--- src/rtl/bt_uart_rx.sv ---
// Bluetooth link receiver: 2-flop synchroniser, self-timed 8N1 deserialiser, show-ahead byte FIFO, sticky errors.
// Define BT_RX_PARITY_EN to receive 8E1 frames and add the parity_err output.
module bt_uart_rx #(
  parameter int CLKS_PER_BIT = 10416,
  parameter int FIFO_AW      = 2
) (
  input  logic               clk,
  input  logic               rst_n,
  input  logic               rx,
  input  logic               rd_en,
  output logic [7:0]         rd_data,
  output logic               empty,
  output logic               full,
  output logic [FIFO_AW:0]   level,
  output logic               frame_err,
  output logic               overflow,
`ifdef BT_RX_PARITY_EN
  output logic               parity_err,
`endif
  input  logic               clr_err,
  output logic [2:0]         fsm_state
);

  localparam int CW    = $clog2(CLKS_PER_BIT);
  localparam int DEPTH = 1 << FIFO_AW;
  localparam logic [CW-1:0] CNT_LAST = CW'(CLKS_PER_BIT - 1);
  localparam logic [CW-1:0] CNT_HALF = CW'(CLKS_PER_BIT / 2 - 1);

  typedef enum logic [2:0] {
    S_IDLE      = 3'd0,
    S_START     = 3'd1,
    S_DATA      = 3'd2,
    S_PARITY    = 3'd3,
    S_STOP      = 3'd4,
    S_WAIT_IDLE = 3'd5
  } state_t;

  state_t        state;
  logic          rx_m;
  logic          rx_s;
  logic [CW-1:0] cnt;
  logic [2:0]    idx;
  logic [7:0]    shift;
  logic          par_bad;

  logic [7:0]       mem [DEPTH];
  logic [FIFO_AW:0] wr_cnt;
  logic [FIFO_AW:0] rd_cnt;

  logic stop_hit;
  logic push_req;
  logic frame_set;
  logic parity_set;
  logic pop;
  logic push_ok;
  logic ovf_set;

  assign fsm_state = state;

  always_ff @(posedge clk) begin
    if (!rst_n) begin
      rx_m <= 1'b1;
      rx_s <= 1'b1;
    end else begin
      rx_m <= rx;
      rx_s <= rx_m;
    end
  end

  // cnt free-runs modulo CLKS_PER_BIT; every state change forces it back to zero.
  always_ff @(posedge clk) begin
    if (!rst_n) begin
      state   <= S_IDLE;
      cnt     <= '0;
      idx     <= '0;
      shift   <= '0;
      par_bad <= 1'b0;
    end else begin
      cnt <= (cnt == CNT_LAST) ? '0 : cnt + CW'(1);
      case (state)
        S_IDLE: begin
          cnt     <= '0;
          par_bad <= 1'b0;
          if (!rx_s) state <= S_START;
        end
        S_START: begin
          if (cnt == CNT_HALF) begin
            cnt <= '0;
            idx <= '0;
            state <= rx_s ? S_IDLE : S_DATA;
          end
        end
        S_DATA: begin
          if (cnt == CNT_LAST) begin
            shift[idx] <= rx_s;
            idx        <= idx + 3'd1;
            if (idx == 3'd7) begin
`ifdef BT_RX_PARITY_EN
              state <= S_PARITY;
`else
              state <= S_STOP;
`endif
            end
          end
        end
`ifdef BT_RX_PARITY_EN
        S_PARITY: begin
          if (cnt == CNT_LAST) begin
            par_bad <= ^shift ^ rx_s;
            state   <= S_STOP;
          end
        end
`endif
        S_STOP: begin
          if (cnt == CNT_LAST) state <= rx_s ? S_IDLE : S_WAIT_IDLE;
        end
        S_WAIT_IDLE: begin
          cnt <= '0;
          if (rx_s) state <= S_IDLE;
        end
        default: begin
          cnt   <= '0;
          state <= S_IDLE;
        end
      endcase
    end
  end

  assign stop_hit   = (state == S_STOP) && (cnt == CNT_LAST);
  assign push_req   = stop_hit && rx_s && !par_bad;
  assign frame_set  = stop_hit && !rx_s;
  assign parity_set = (state == S_PARITY) && (cnt == CNT_LAST) && (^shift ^ rx_s);

  // A full FIFO can still take a byte when the head is popped in the same cycle.
  assign level   = wr_cnt - rd_cnt;
  assign empty   = (level == '0);
  assign full    = (level == (FIFO_AW + 1)'(DEPTH));
  assign pop     = rd_en && !empty;
  assign push_ok = push_req && (!full || pop);
  assign ovf_set = push_req && full && !rd_en;
  assign rd_data = mem[rd_cnt[FIFO_AW-1:0]];

  always_ff @(posedge clk) begin
    if (!rst_n) begin
      wr_cnt <= '0;
      rd_cnt <= '0;
      for (int i = 0; i < DEPTH; i++) mem[i] <= '0;
    end else begin
      if (push_ok) begin
        mem[wr_cnt[FIFO_AW-1:0]] <= shift;
        wr_cnt <= wr_cnt + 1'b1;
      end
      if (pop) rd_cnt <= rd_cnt + 1'b1;
    end
  end

  always_ff @(posedge clk) begin
    if (!rst_n) begin
      frame_err <= 1'b0;
      overflow  <= 1'b0;
    end else begin
      frame_err <= frame_set | (frame_err & ~clr_err);
      overflow  <= ovf_set   | (overflow  & ~clr_err);
    end
  end

`ifdef BT_RX_PARITY_EN
  always_ff @(posedge clk) begin
    if (!rst_n) parity_err <= 1'b0;
    else        parity_err <= parity_set | (parity_err & ~clr_err);
  end
`else
  logic parity_unused;
  assign parity_unused = parity_set;
`endif

endmodule

--- config.mk ---
export PLATFORM = sky130hd
export DESIGN_NAME = bt_uart_rx
export DESIGN_NICKNAME = d
export VERILOG_FILES = /design/src/rtl/bt_uart_rx.sv
export SDC_FILE = /design/constraint.sdc
export NUM_CORES = 1
export LEC_CHECK = 0
export BUFFER_PORTS_ARGS = -buffer_cell sky130_fd_sc_hd__buf_2
export CORE_MARGIN = 5
export CORE_UTILIZATION = 52
export DETAILED_ROUTE_END_ITERATION = 10
export GPL_ROUTABILITY_DRIVEN = 0
export PLACE_DENSITY_LB_ADDON = 0.12
export SYNTH_ARGS = -nofsm -noshare
export SYNTH_HDL_FRONTEND = slang
export SYNTH_SLANG_ARGS = --single-unit
export TNS_END_PERCENT = 20
--- constraint.sdc ---
create_clock -name clk -period 3.72 [get_ports clk]
set_input_delay 0 -clock clk [delete_from_list [all_inputs] [get_ports clk]]
set_output_delay 0 -clock clk [all_outputs]
set_load 0.005 [all_outputs]
==> results of run 1 <==
-- power by group through the flow --
stage	Clock (W)	Sequential [W]	Combinational (W)
6_report	0.000600	0.000873	0.000114
5_1_grt	0.000657	0.000878	0.000130
4_1_cts	0.000614	0.000874	0.000115
3_5_place_dp	0	0.000892	0.000113
3_3_place_gp	0	0.000891	0.000112
2_1_floorplan	0	0.000875	0.0000900
-- what timing repair did --
item | in CTS | in global routing
setup buffers | 0 | 0
hold endpoints to repair | 3 | 0
hold buffers | 2 | 0
-- path summary, 6_finish.rpt --
check | endpoint | from
worst max-delay path | mem[3][2] | wr_cnt[0]
worst min-delay path | overflow | rd_en
worst min register to register | rx_s | rx_m
worst max register to register | mem[3][2] | wr_cnt[0]
-- final cells by class --
class,instances,area share (%)
inverters,11,1.12
clock buffers,9,3.35
flip-flops and latches,72,47.7
multi-input cells,212,39.6
well taps,77,2.61
clock inverters,7,1.93
repair buffers,25,3.73
-- state kept, by name (all words and copies together), names as in the netlist, 3 cells and up, named ones only --
signal,count
shift,8
wr_cnt,3
fsm_state,3
idx,3
cnt,14
rd_cnt,3
mem,32
-- cell families (layout without fill, tap and decap cells) --
group	Yosys count	after routing	synth area share (%)
xor gates and xnor gates	17	17	4.99
buffers and inverters	21	52	2.68
adders and majority gates	7	7	2.87
muxes	17	17	8.16
DFF	72	72	53.2
AOI/OAI and AO/OA	25	25	5.44
and+or+nand+nor	146	146	22.7
-- critical path: stages (launching register included) --
cell and delay, ns:
dfxtp_1 0.38, inv_1 0.15, ha_1 0.24, fa_1 0.37, xor3_2 0.27, nor3b_4 0.19
or3_4 0.46, o31ai_4 0.40
-- cells in the mapped netlist, types with 6 or more instances --
| library cell | number | area, um2 |
|---|---|---|
| nor2_1 | 65 | 244 |
| dfxtp_1 | 40 | 801 |
| nand2_1 | 35 | 131 |
| edfxtp_1 | 32 | 961 |
| inv_1 | 11 | 41.3 |
| mux2i_1 | 9 | 90.1 |
| xor2_1 | 9 | 78.8 |
| a21oi_1 | 8 | 40.0 |
| mux4_2 | 8 | 180 |
| xnor2_1 | 7 | 61.3 |
| clkbuf_1 | 6 | 22.5 |
| ha_1 | 6 | 75.1 |
| nand3_1 | 6 | 30.0 |
-- stage by stage --
stage               hold WS (ns)  instances  util [%]  setup WS [ns]
finish                    0.0552        413      58.8          0.904
detailed placement         0.188        395      55.4          0.898
global placement           0.187        395      55.4          0.957
floorplan                  0.101        305         -          0.987
CTS                       0.0497        413      58.8          0.884
global route              0.0698        413      58.8          0.684
-- metal layers --
metal,track usage [%],routed length (um),part of all wire [%],up-vias
li1,-,-,-,1126
met5,0,0,0,-
met3,3.42,310,4.8,10
met4,8.06,146,2.3,0
met2,26.3,2980,46,50
met1,24.0,3020,47,1025
==> impl_metrics.py, run 1 <==
metrics = {
    "die": {
        "dieArea_mm2": 0.00806,
        "die_w_um": 89.8,
        "ios": 23,
        "die_h_um": 89.8,
        "initial_core_util_pct": 52.8,
        "num_rows": 29,
        "coreArea_mm2": 0.00628,
    },
    "power_and_ir_drop": {
        "p_sw_share_pct": 24.4,
        "power.net_switching_w": 0.000387,
        "finalPower_w": 0.00159,
        "p_comb_share_pct": 7.2,
        "leakage_nw": 1.33,
        "pwr-share-clk_pct": 37.8,
        "power_density_mw_per_mm2": 430,
        "ir_drop_uv": 286,
        "p_seq_share_pct": 55.0,
        "intPower_w": 0.00120,
    },
    "clock_network": {
        "cts_root_buffer": "clkbuf_8",
        "clock-sinks": 72,
        "postCtsResizedCells": 0,
        "clock_latency_ns": 0.34,
        "clockBufferDepth": 2,
        "htree_levels": 3,
        "tritoncts": "yes",
        "cts_made_buffers": 9,
        "clkTransAtPathRegs_ns": 0.07,
    },
    "route": {
        "wl_per_cell_um": 15.7,
        "drt-total-wl_mm": 6.46,
        "vias_per_cell": 5.35,
        "vias": 2211,
        "drtIter0Drc": 178,
        "drc": 0,
        "first_pass_iters": 4,
        "postRouteAntennaNets": 0,
    },
    "final_layout": {
        "n_antenna_cell": 0,
        "fin_area_mm2": 0.00369,
        "fillers": 544,
        "multiInputGateArea_mm2": 0.00146,
        "register_area_mm2": 0.00176,
        "layout_common_cells": "nor2_1, dfxtp_1, nand2_1, edfxtp_1, buf_2",
        "area_growth_pct": 11.5,
        "layout-drive-gt1-share_pct": 17.3,
        "final_common_cell": "nor2_1",
        "nNetsFinal": 343,
    },
    "global_route": {
        "grt_pass1_vias": 2250,
        "grt_pass1_wl_mm": 11.2,
        "antenna_found_initial": 0,
        "overflow": 0,
        "grt_usage_pct": 17.4,
        "grt_start_max_net_pins": 25,
    },
    "sta": {
        "finalClockSkew_ns": 0.00677,
        "finalMaxSlewViolations": 0,
        "rsz0062_at_grt": "no",
        "worstMarginPinSlew_ns": 0.535,
        "setup_tns_ns": 0,
        "fmax_mhz": 355,
        "hold_viol_final": 0,
        "period_share_pct": 75.7,
        "setup_viol": 0,
        "period_minus_slack_ns": 2.82,
        "slew-limit-headroom_pct": 64.3,
    },
    "yosys": {
        "async_flop_share_pct": 0,
        "synth.net_count": 317,
        "netlist_instances": 305,
        "avgSynthCellArea_um2": 10.9,
        "seq_area_frac_synth_pct": 53.2,
        "synth_edf_count": 32,
        "synth-seq-cells": 72,
        "ys_warn_count": 0,
        "synth_cell_types": 50,
        "syn-cell-area_mm2": 0.00331,
        "synthFlopType": "dfxtp_1",
    },
    "run": {
        "cap_violations": 0,
    },
    "worst_setup_path": {
        "cp-start-kind": "flip-flop",
        "end_kind": "flip-flop",
        "required_ns": 3.71,
        "path_class": "flip-flop to flip-flop",
        "crit_arrival_ns": 2.81,
        "r2r_slack_ns": 0.90,
        "cp_max_fo": 11,
        "rr_worst_depth": 7,
    },
    "worst_hold_path": {
        "hold-path-cell-count": 4,
        "min_path_type": "input port to flip-flop",
    },
    "status": {
        "status": "complete, no violations",
    },
    "placed_design": {
        "dp_hpwl_mm": 4.62,
        "dpl-instance-area_mm2": 0.00348,
        "portBuffers": 22,
    },
}
(Power assumes the default switching activity.)
==> inputs of run 2 (changes only) <==
Settings changed: ABC_AREA set to 1.
Clock period 3.72 ns to 2.6 ns, I/O delays scaled along.
==> impl_metrics.py, run 2 <==
metrics = {
    "status": {
        "status": "complete, no violations",
    },
    "clock_network": {
        "postCtsResizedCells": 0,
        "clock-sinks": 72,
        "clkTransAtPathRegs_ns": 0.07,
        "htree_levels": 3,
        "post-cts-setup-buffers": 0,
        "tritoncts": "yes",
        "clockBufferDepth": 2,
        "cts_root_buffer": "clkbuf_8",
        "cts_made_buffers": 9,
        "postCtsHoldBufs": 3,
        "clock_latency_ns": 0.35,
    },
    "worst_setup_path": {
        "slowest_stage": "fa_1",
        "r2r_slack_ns": 0.19,
        "cp-start-kind": "flip-flop",
        "cp.buffers_inverters": 2,
        "reg2reg_from": "wr_cnt[0]",
        "end_kind": "flip-flop",
        "cp_top_family": "simple AND/OR/NAND/NOR gates",
        "slowest_delay_ns": 0.45,
        "path_class": "flip-flop to flip-flop",
        "rr_worst_depth": 10,
        "path_cells": "inv_1 -> ha_1 -> fa_1 -> nand2_1 -> inv_1 -> nand3_1 -> nor2_1 -> nor2_4 -> a21oi_1 -> nor2_2",
        "cp_common_cell": "inv_1",
        "required_ns": 2.60,
        "crit_arrival_ns": 2.40,
        "worst_r2r_endpoint": "mem[3][4]",
        "cp_max_fo": 8,
    },
    "yosys": {
        "post-synth-top-area-cell": "edfxtp_1",
        "avgSynthCellArea_um2": 8.26,
        "synth.mux.area_fraction_pct": 0,
        "seq_area_frac_synth_pct": 49.4,
        "syn-cell-area_mm2": 0.00357,
        "synth-simple-area-share_pct": 31.0,
        "synth-seq-cells": 72,
        "synth_common_cells": "nor2_1, nand2_1, inv_1, dfxtp_1",
        "netlist_instances": 432,
        "synth_top_family_by_area": "simple AND/OR/NAND/NOR gates",
        "async_flop_share_pct": 0,
        "synth_area_leaders": "edfxtp_1, dfxtp_1, nor2_1, nand2_1, inv_1",
        "synth-compound-area-share_pct": 7.75,
        "synth_edf_count": 32,
        "yosysMostFrequentCell": "nor2_1",
        "synthAdderAreaFrac_pct": 2.67,
        "synth_cell_types": 33,
        "synth_xor_area_share_pct": 2.21,
        "synth.net_count": 444,
        "synthFlopType": "dfxtp_1",
        "synth_top_area_share_pct": 26.9,
        "ys_warn_count": 0,
    },
    "final_layout": {
        "top_regs": "mem x32, cnt x14, shift x8",
        "layout_common_cells": "nor2_1, nand2_1, inv_1, dfxtp_1",
        "final_common_cell": "nor2_1",
        "largest_register_ff_count": 32,
        "layout-drive-gt1-share_pct": 16.1,
        "regMostFlops": "mem",
        "n_antenna_cell": 0,
        "fin_area_mm2": 0.00395,
        "fillers": 620,
        "area_growth_pct": 10.7,
        "nNetsFinal": 474,
    },
    "worst_hold_path": {
        "whs_endpoint": "shift[7]",
        "min_from": "rst_n",
        "min_path_type": "input port to flip-flop",
        "hold-path-cell-count": 3,
    },
    "die": {
        "initial_core_util_pct": 53.1,
        "die_w_um": 92.8,
        "ios": 23,
        "num_rows": 30,
        "dieArea_mm2": 0.00862,
        "die_h_um": 92.8,
        "coreArea_mm2": 0.00672,
    },
    "global_route": {
        "grt_pass1_vias": 2556,
        "grt_pass1_wl_mm": 11.6,
        "grt_usage_pct": 17.4,
        "overflow": 0,
        "antenna_found_initial": 0,
        "grt_start_max_net_pins": 28,
    },
    "power_and_ir_drop": {
        "pwr-share-clk_pct": 26.3,
        "intPower_w": 0.00186,
        "p_seq_share_pct": 48.2,
        "leakage_nw": 1.54,
        "p_sw_share_pct": 33.0,
        "power.net_switching_w": 0.000917,
        "ir_drop_uv": 366,
        "power_density_mw_per_mm2": 703,
        "p_comb_share_pct": 25.5,
    },
    "route": {
        "wl_per_cell_um": 12.5,
        "vias": 2763,
        "vias_per_cell": 5.05,
        "drtIter0Drc": 137,
        "drt-total-wl_mm": 6.83,
        "first_pass_iters": 5,
        "drc": 0,
        "postRouteAntennaNets": 0,
    },
    "placed_design": {
        "dp_hpwl_mm": 5.08,
        "dpl-instance-area_mm2": 0.00376,
        "portBuffers": 22,
    },
    "sta": {
        "setup_tns_ns": 0,
        "finalMaxSlewViolations": 0,
        "hold_viol_final": 0,
        "worstMarginPinSlew_ns": 0.601,
        "period_minus_slack_ns": 2.41,
        "fmax_mhz": 416,
        "finalClockSkew_ns": 0.00723,
        "setup_viol": 0,
        "rsz0062_at_grt": "no",
        "slew-limit-headroom_pct": 59.9,
        "period_share_pct": 92.5,
    },
    "run": {
        "cap_violations": 0,
    },
}
==> run 2: changes by cell type in the layout (fill, tap and decap cells not counted), sizes merged, moves of 5 or more <==
cell,change
inv,+40
mux2i,-9
mux4,-8
nand2,+29
nand3,+27
nand4,+6
nor2,+43
o21ai,+22
o22ai,+8
xnor2,-5
==> run 2: tightest hold or removal path, stage by stage <==
cell and delay, ns:
buf_2 0.29, nand2_1 0.14, nor2_1 0.03
==> run 2: power groups by stage <==
stage	registers [W]	logic, W	clock network, W
after CTS	0.00134	0.000714	0.000752
after global routing	0.00136	0.000815	0.000811
after global placement	0.00136	0.000702	0
after detailed placement	0.00136	0.000707	0
final	0.00134	0.000707	0.000729
after floorplan	0.00133	0.000531	0
==> run 2: how the worst max path moves through the flow <==
stage / from / endpoint / slack (ns) / depth (start not counted)
after global placement: wr_cnt[0] / mem[1][0] / 0.23 / 10
after floorplan: wr_cnt[0] / mem[3][0] / 0.13 / 11
after CTS: wr_cnt[0] / mem[3][4] / 0.17 / 10
final: wr_cnt[0] / mem[3][4] / 0.19 / 10
after global routing: wr_cnt[0] / mem[3][4] / 0.03 / 10
after detailed placement: wr_cnt[0] / mem[3][3] / 0.19 / 10
==> run 2: area by class of cell <==
type	instances	area (um2)	share of cell area (%)
Clock buffer	12	135	3.42
Clock inverter	4	21.3	0.539
Inverter	53	199	5.04
Multi-Input combinational cell	297	1560	39.5
Sequential cell	72	1760	44.6
Tap cell	80	100	2.54
Timing Repair Buffer	29	170	4.31
==> run 2: per-stage QoR <==
step | hold slack (ns) | setup WS (ns) | total power [W] | cells | util (%)
floorplan | 0.107 | 0.127 | 0.00186 | 432 | -
finish | 0.175 | 0.194 | 0.00277 | 547 | 58.8
global route | 0.194 | 0.0311 | 0.00298 | 547 | 58.8
CTS | 0.163 | 0.173 | 0.00280 | 547 | 58.8
global placement | 0.207 | 0.226 | 0.00206 | 528 | 56.0
detailed placement | 0.213 | 0.193 | 0.00207 | 528 | 56.0
==> run 2: cell families after synthesis <==
kind of cell	after synthesis
adder cells (fa/ha/maj)	7
flip-flops	72
XOR/XNOR	9
AND/OR/NAND/NOR	230
AO/OA/AOI/OAI	51
buffers and inverters	63
==> run 2: routing by layer <==
metal  global-route usage (%)  share of wire [%]
met2                     28.2                 47
met5                        0                  0
met1                     21.4                 45
met4                     8.42                2.4
met3                     4.47                4.8
